## src/rtl/pipe_stage_reg.sv

```systemverilog
// rtl/pipe_stage_reg.sv - parametrised pipeline stage register with valid, flush, forwarding and perf counters
//
// Purpose:
//   Edge-triggered register placed between two pipeline stages. Each cycle it
//   loads, holds, or replaces its contents with a bubble, depending on the
//   global stall vector and the flush input. It exposes a forwarding compare
//   for its pending register write, and it counts hold cycles and inserted
//   bubbles with saturating counters.
//
// Ports:
//   clk, rst        clock, synchronous active-high reset
//   stall           global stall vector (bit i stalls stage i)
//   flush           replace the incoming instruction with a bubble
//   in_*            upstream instruction fields
//   out_*           registered instruction fields
//   fwd_num         register number queried by the forwarding unit
//   fwd_hit/data    pending-write match and its value
//   hold_cnt        saturating count of HOLD cycles
//   bubble_cnt      saturating count of bubbles inserted by stall or flush
//   cnt_clr         synchronous clear of both counters

module pipe_stage_reg #(
    parameter int DATA_W    = 32,
    parameter int OP_W      = 5,
    parameter int STALL_W   = 6,
    parameter int STAGE_IDX = 3,
    parameter int CNT_W     = 16
) (
    input  logic               clk,
    input  logic               rst,
    input  logic [STALL_W-1:0] stall,
    input  logic               flush,
    input  logic               in_valid,
    input  logic [OP_W-1:0]    in_op,
    input  logic [4:0]         in_wnum,
    input  logic               in_wreg,
    input  logic [DATA_W-1:0]  in_wdata,
    input  logic [DATA_W-1:0]  in_addr,
    input  logic [DATA_W-1:0]  in_sdata,
    output logic               out_valid,
    output logic [OP_W-1:0]    out_op,
    output logic [4:0]         out_wnum,
    output logic               out_wreg,
    output logic [DATA_W-1:0]  out_wdata,
    output logic [DATA_W-1:0]  out_addr,
    output logic [DATA_W-1:0]  out_sdata,
    input  logic [4:0]         fwd_num,
    output logic               fwd_hit,
    output logic [DATA_W-1:0]  fwd_data,
    output logic [CNT_W-1:0]   hold_cnt,
    output logic [CNT_W-1:0]   bubble_cnt,
    input  logic               cnt_clr
);

    // The register needs the stall bit of the stage after its input stage,
    // so STAGE_IDX+1 must still fall inside the stall vector.
    generate
        if (STAGE_IDX > STALL_W - 2) begin : g_bad_stage_idx
            $error("pipe_stage_reg: STAGE_IDX must be in 0..STALL_W-2");
        end
    endgenerate

    typedef enum logic [1:0] {
        ACT_LOAD   = 2'd0,
        ACT_HOLD   = 2'd1,
        ACT_BUBBLE = 2'd2,
        ACT_FLUSH  = 2'd3
    } act_e;

    localparam logic [CNT_W-1:0] CNT_MAX = {CNT_W{1'b1}};

    logic               s_in;
    logic               s_out;
    act_e               act;

    logic               valid_q, valid_d;
    logic [OP_W-1:0]    op_q, op_d;
    logic [4:0]         wnum_q, wnum_d;
    logic               wreg_q, wreg_d;
    logic [DATA_W-1:0]  wdata_q, wdata_d;
    logic [DATA_W-1:0]  addr_q, addr_d;
    logic [DATA_W-1:0]  sdata_q, sdata_d;
    logic [CNT_W-1:0]   hold_cnt_q, hold_cnt_d;
    logic [CNT_W-1:0]   bubble_cnt_q, bubble_cnt_d;

    assign s_in  = stall[STAGE_IDX];
    assign s_out = stall[STAGE_IDX+1];

    // Action select. The stall controller never sends s_in=0 with s_out=1.
    // If it does, the register still loads, so the input stage cannot lose
    // an instruction.
    always_comb begin
        act = ACT_LOAD;
        if (flush) begin
            act = ACT_FLUSH;
        end else if (s_in && !s_out) begin
            act = ACT_BUBBLE;
        end else if (s_in && s_out) begin
            act = ACT_HOLD;
        end
    end

    always_comb begin
        valid_d      = valid_q;
        op_d         = op_q;
        wnum_d       = wnum_q;
        wreg_d       = wreg_q;
        wdata_d      = wdata_q;
        addr_d       = addr_q;
        sdata_d      = sdata_q;
        hold_cnt_d   = hold_cnt_q;
        bubble_cnt_d = bubble_cnt_q;

        case (act)
            ACT_FLUSH, ACT_BUBBLE: begin
                valid_d = 1'b0;
                op_d    = '0;
                wnum_d  = '0;
                wreg_d  = 1'b0;
                wdata_d = '0;
                addr_d  = '0;
                sdata_d = '0;
                if (bubble_cnt_q != CNT_MAX) begin
                    bubble_cnt_d = bubble_cnt_q + 1'b1;
                end
            end
            ACT_HOLD: begin
                if (hold_cnt_q != CNT_MAX) begin
                    hold_cnt_d = hold_cnt_q + 1'b1;
                end
            end
            default: begin
                // An invalid upstream slot loads as all-zero fields. It is not
                // counted as a bubble because this register did not insert it.
                valid_d = in_valid;
                op_d    = in_valid ? in_op    : '0;
                wnum_d  = in_valid ? in_wnum  : '0;
                wdata_d = in_valid ? in_wdata : '0;
                addr_d  = in_valid ? in_addr  : '0;
                sdata_d = in_valid ? in_sdata : '0;
                // Writes to r0 are squashed here, so downstream never sees them.
                wreg_d  = in_wreg && in_valid && (in_wnum != 5'd0);
            end
        endcase

        if (cnt_clr) begin
            hold_cnt_d   = '0;
            bubble_cnt_d = '0;
        end
    end

    always_ff @(posedge clk) begin
        if (rst) begin
            valid_q      <= 1'b0;
            op_q         <= '0;
            wnum_q       <= '0;
            wreg_q       <= 1'b0;
            wdata_q      <= '0;
            addr_q       <= '0;
            sdata_q      <= '0;
            hold_cnt_q   <= '0;
            bubble_cnt_q <= '0;
        end else begin
            valid_q      <= valid_d;
            op_q         <= op_d;
            wnum_q       <= wnum_d;
            wreg_q       <= wreg_d;
            wdata_q      <= wdata_d;
            addr_q       <= addr_d;
            sdata_q      <= sdata_d;
            hold_cnt_q   <= hold_cnt_d;
            bubble_cnt_q <= bubble_cnt_d;
        end
    end

    assign out_valid  = valid_q;
    assign out_op     = op_q;
    assign out_wnum   = wnum_q;
    assign out_wreg   = wreg_q;
    assign out_wdata  = wdata_q;
    assign out_addr   = addr_q;
    assign out_sdata  = sdata_q;
    assign hold_cnt   = hold_cnt_q;
    assign bubble_cnt = bubble_cnt_q;

    assign fwd_hit  = valid_q && wreg_q && (wnum_q == fwd_num) && (fwd_num != 5'd0);
    assign fwd_data = fwd_hit ? wdata_q : '0;

endmodule

```

## config.mk

```make
export PLATFORM = sky130hd
export DESIGN_NAME = pipe_stage_reg
export DESIGN_NICKNAME = d
export VERILOG_FILES = /design/src/rtl/pipe_stage_reg.sv
export SDC_FILE = /design/constraint.sdc
export NUM_CORES = 1
export LEC_CHECK = 0
export CORE_UTILIZATION = 39
export CTS_CLUSTER_DIAMETER = 30
export DETAILED_ROUTE_END_ITERATION = 6
export HOLD_SLACK_MARGIN = 0.05
export PLACE_DENSITY = 0.83
export REMOVE_ABC_BUFFERS = 1
export SYNTH_ARGS = -nofsm -noshare
export SYNTH_HDL_FRONTEND = slang
export SYNTH_SLANG_ARGS = --single-unit
```

## constraint.sdc

```tcl
create_clock -name clk -period 1.9 [get_ports clk]
set_input_delay 0.38 -clock clk [delete_from_list [all_inputs] [get_ports clk]]
set_output_delay 0.38 -clock clk [all_outputs]
set_load 0.05 [all_outputs]
```

; ---- Word-level counts from Yosys, hierarchy flattened
; Index checks and enable logic that the tools add are counted.
; W data, S select, Z words.
[totals]
ff_bits = 140
out_inout_bits = 173
inputBits = 123
word_cells = 47
[op_classes]
eq_ne = 6
addsub = 2
n_reduce_logical = 14
mux = 16
[op_table]
columns = op, count
row1 = $pmux W32 S2, 3
row2 = $mux W32, 4
row3 = $add A16 B1 Y16 const B, 2
row4 = $ne A16 B16 Y1 const B, 2
row5 = $pmux W5 S2, 2
row6 = $mux W5, 2
row7 = $reduce_bool A5 Y1, 2
row8 = $logic_and A1 B1 Y1, 7
row9 = $eq A5 B5 Y1, 1
row10 = $eq A2 B2 Y1 const B, 2
row11 = $mux W2, 2
row12 = $pmux W1 S2, 2
row13 = $reduce_and A2 Y1, 2
row14 = $reduce_or A2 Y1, 2
row15 = $eq A2 B1 Y1 const B, 1
row16 = $logic_not A1 Y1, 1
row17 = $mux W1, 1

; ---- Depth between registers and ports, before layout
[logic_depth]
ltp_word = 7
mapped_depth = 6
mapped_depth_nobuf = 5

; ---- Worst setup path before layout
; OpenSTA, ideal clock, no wires.
[synth_timing]
path_type = reg2out
from = register wnum_q[2] (netlist: out_wnum[2])
to = output fwd_data[22]
arrival_ns = 2.497
n_path_buf = 1
stages_incl_launch_ff = 6
required_ns = 1.520
setup_slack_ns = -0.977
path_cell_list = dfxtp_1 > xnor2_1 > o2111ai_1 > nor3b_1 > clkbuf_1 > and2_1
[synth_between]
elab_chain_len = 4
[synth_rtl]
columns = element, line_no
row1 = "start, declared", 78  ; logic [4:0] wnum_q, wnum_d;
row2 = "start signal, assigned", 166  ; wnum_q <= wnum_d;
row3 = $eq A5 B5 Y1, 186  ; assign fwd_hit = valid_q && wreg_q && (wnum_q == fwd_num) && (fwd_num != 5'd0);
row4 = $logic_and A1 B1 Y1 (2 in a row), 186
row5 = named net fwd_hit, 48  ; output logic fwd_hit,
row6 = $mux W32, 187  ; assign fwd_data = fwd_hit ? wdata_q : '0;
row7 = "end, declared", 49  ; output logic [DATA_W-1:0] fwd_data,
; The timed path passes the listed nets, and every way through them passes these cells.

; ---- Worst setup path in the final report
[layout_timing]
from = input fwd_num[0]
to = output fwd_data[7]
[layout_between]
elab_chain_len = 4
word_cells_on_any_way = 5
classes_between = eq/ne: 1 / mux: 1 / reduce/logical: 3
[layout_rtl]
columns = element, line_no
row1 = "start, declared", 47  ; input logic [4:0] fwd_num,
row2 = $eq A5 B5 Y1, 186
row3 = $logic_and A1 B1 Y1, 186
row4 = $logic_and A1 B1 Y1 (*), 186
row5 = $mux W32 (*), 187
; Mark *: on every way between the ends. The rest lies on a longest branch, timed or not.

==> flow_metrics.py <==
metrics = {
    "sta": {
        "timing.fmax_ghz": 0.436,
        "rsz0062_at_grt": "true",
        "skew_ns": 0.00619,
        "timing.max_slew.rel_slack_pct": 63.5,
        "finalHoldWorstSlack_ns": 0.221,
        "fin_crit_sh_pct": 121,
        "worst-slew-pin-transition_ns": 0.548,
        "timing.final.hold_violations": 0,
        "final.min_clock_period_ns": 2.30,
        "final_worst_path_setup_slack_ns": -0.395,
        "setup_viol": 33,
        "setup-tns-final_ns": -11.85,
        "timing.final.max_slew_violations": 0,
    },
    "pwr": {
        "cell_internal_pwr_mw": 5.44,
        "power.combinational.fraction_pct": 10.3,
        "power.share.clock_pct": 46.7,
        "irDropWorstVdd_mv": 0.460,
        "leakage_nw": 4.00,
        "p_sw_share_pct": 22.4,
        "pwr_dens_mw_per_mm2": 723,
        "seqPwrFrac_pct": 43.0,
        "switchingPower_mw": 1.57,
        "report.power.total_mw": 7.02,
    },
    "worst_setup_path": {
        "timing.critical_path.to_type": "output port",
        "critical-path-max-stage-delay_ns": 0.48,
        "cp_buf_inv_count": 4,
        "critPathRequiredTime_ns": 1.52,
        "critical_path.startpoint_type": "input pin",
        "worst_ep_arrival_time_ns": 1.92,
        "crit_path_top_delay_cell": "sky130_fd_sc_hd__clkdlybuf4s50_1",
        "cp_max_fo": 8,
        "crit_chain": "clkdlybuf4s50_1, xnor2_1, nand3_1, nor3b_2, buf_6, clkbuf_16, and2_4, buf_12",
        "critPathTopFamily": "buffers and inverters",
        "setup.worst_path.class": "input pin to output port",
    },
    "route": {
        "route.detailed.wl_per_inst_microns": 17.2,
        "iteration_0_drc_count_of_the_detailed_router": 474,
        "number_of_vias_in_the_routed_layout": 6107,
        "route.detailed.vias_per_inst": 5.46,
        "finalWirelength_microns": 19200,
        "pre_repair_dr_iteration_count": 5,
        "post_route_antenna_net_violation_count": 0,
        "drc": 0,
    },
    "clock_network": {
        "postCtsHoldBufs": 0,
        "clock_tree_from_tritoncts": "built",
        "clock_latency_on_the_worst_skew_pair_ns": 0.41,
        "root_buffer": "sky130_fd_sc_hd__clkbuf_16",
        "clock_tree.buffer_depth": 2,
        "cts_made_buffers": 17,
        "tritoncts_num_sinks": 140,
        "worst_setup_hold_path_clk_slew_ns": 0.06,
        "htree_num_levels": 4,
    },
    "status": {
        "violations": "setup timing",
        "outcome": "complete, but fails checks",
    },
    "layout": {
        "finish.net_count": 1053,
        "layout_overhead_on_the_synthesized_area_pct": 76.0,
        "post_layout_nonfiller_instances": 1119,
        "share_of_final_layout_standard_cells_stronger_than_drive_strength_1_pct": 25.0,
        "final_common_cell": "sky130_fd_sc_hd__dfxtp_1",
        "fillers": 992,
        "antennaDiodeCount": 0,
        "most-common-layout-cells": "136 x sky130_fd_sc_hd__dfxtp_1, 120 x sky130_fd_sc_hd__buf_4, 116 x sky130_fd_sc_hd__clkdlybuf4s50_1",
    },
    "die": {
        "coreArea_sq_mm": 0.0138,
        "fp-row-count": 43,
        "dieArea_sq_mm": 0.0146,
        "floorplan.die.width_microns": 121,
        "initial_core_util_pct": 39.9,
        "io_pins": 296,
        "die-height_microns": 121,
    },
    "yosys": {
        "area_of_the_mapped_netlist_sq_mm": 0.00552,
        "yosys_register_bits": 140,
        "synth.area.top_cells": "sky130_fd_sc_hd__dfxtp_1 51%, sky130_fd_sc_hd__a22oi_1 14%, sky130_fd_sc_hd__nor2_1 7.6%, sky130_fd_sc_hd__and2_1 3.9%, sky130_fd_sc_hd__clkbuf_1 2.7%",
        "async_flop_share_pct": 0,
        "seq_area_frac_synth_pct": 50.8,
        "synth.avg_cell_area_sq_um": 8.98,
        "synthDistinctLibCells": 43,
        "netlist_instances": 614,
        "ys_dominant_reg_cell": "sky130_fd_sc_hd__dfxtp_1",
        "number_of_enable_type_register_cells_in_the_synthesized_netlist": 0,
        "synth_largest_type_area_fraction_pct": 50.8,
        "post-synth-top-area-cell": "sky130_fd_sc_hd__dfxtp_1",
        "synth_warnings": 0,
    },
    "grt": {
        "groute.usage.overall_pct": 24.0,
        "grt_pass1_wl_microns": 27600,
        "grt_max_degree": 105,
        "grt_overflow_total": 0,
        "initial_antenna_violation_count": 0,
        "grt_pass1_vias": 5473,
    },
    "place": {
        "dpl.cell_count": 1085,
        "place_congestion": 0.826,
        "hpwlAfterDp_microns": 13000,
        "place.port_buffers": 291,
    },
    "flow_run": {
        "cap_viol_max_count": 0,
    },
    "worst_hold_path": {
        "hold_path_class": "input pin to register",
    },
}
-- stage by stage --
stage | area [sq um] | setup slack [ns] | utilization [%]
floorplan | 5340 | -5.12 | -
global placement | 9030 | -0.395 | 65.3
detailed placement | 9030 | -0.420 | 65.3
CTS | 9540 | -0.401 | 69.0
global route | 9710 | -0.484 | 70.2
finish | 9710 | -0.395 | 70.2
-- registers in the layout, indices dropped and copies added (netlist names), 5 cells and up --
signal / count
out_addr: 32
out_sdata: 32
out_wdata: 32
bubble_cnt: 16
hold_cnt: 16
out_op: 5
out_wnum: 5
-- logic make-up after synthesis --
logic type | synth area share, %
AO/OA/AOI/OAI | 23.0
XOR/XNOR | 0.635
adder cells (fa/ha/maj) | 0.454
buffers and inverters | 3.86
flip-flops | 50.8
AND/OR/NAND/NOR | 21.2
-- metal layers --
layer / GRT usage (%) / wire [microns]
met1: 27.8 / 7520
met2: 41.1 / 9700
met3: 6.16 / 1430
met4: 11.3 / 577
met5: 0 / 0
-- power groups by stage --
stage	registers [mW]	logic (mW)	clock network [mW]
finish	3.02	0.725	3.28
global route	3.02	0.766	3.47
detailed placement	3.08	0.734	0
global placement	3.08	0.728	0
floorplan	3.23	0.139	0
CTS	3.01	0.722	3.34
-- cell usage after synthesis (3+ instances only) --
| cell type | number |
|---|---|
| sky130_fd_sc_hd__a21oi_1 | 25 |
| sky130_fd_sc_hd__o31ai_1 | 14 |
| sky130_fd_sc_hd__or3_1 | 11 |
| sky130_fd_sc_hd__or4_1 | 13 |
| sky130_fd_sc_hd__inv_1 | 9 |
| sky130_fd_sc_hd__nor2_1 | 111 |
| sky130_fd_sc_hd__o211ai_1 | 6 |
| sky130_fd_sc_hd__nand3_1 | 11 |
| sky130_fd_sc_hd__o21ai_0 | 12 |
| sky130_fd_sc_hd__and2_1 | 34 |
| sky130_fd_sc_hd__nor4_1 | 3 |
| sky130_fd_sc_hd__nand2_1 | 14 |
| sky130_fd_sc_hd__clkbuf_1 | 40 |
| sky130_fd_sc_hd__nand4_1 | 8 |
| sky130_fd_sc_hd__dfxtp_1 | 140 |
| sky130_fd_sc_hd__xnor2_1 | 4 |
| sky130_fd_sc_hd__nand3b_1 | 3 |
| sky130_fd_sc_hd__buf_2 | 5 |
| sky130_fd_sc_hd__a22oi_1 | 106 |
| sky130_fd_sc_hd__nor3_1 | 11 |
-- area by class of cell --
type	count	area [sq um]	share of cell area, %
Inverter	9	33.8	0.348
Tap cell	180	225	2.32
Sequential cell	140	2810	28.9
Clock buffer	22	464	4.78
Timing Repair Buffer	341	3450	35.5
Clock inverter	8	118	1.21
Multi-Input combinational cell	419	2610	26.9
-- what timing repair did --
action / in CTS / in global routing
pin swaps: 1 / 3
gates resized for setup: 65 / 37
gates cloned: 0 / 3
setup buffers: 0 / 1
endpoints found under the setup margin: 95 / 33
-- path summary, 6_finish.rpt --
path	startpoint	endpoint	slack, ns	cells past startpoint
setup / recovery	fwd_num[0]	fwd_data[7]	-0.40	8
hold / removal	rst	out_op[1]	0.22	2
setup reg to reg	bubble_cnt[8]	bubble_cnt[11]	0.14	4
hold reg to reg	out_op[1]	out_op[1]	0.49	2
(Power assumes the default switching activity.)
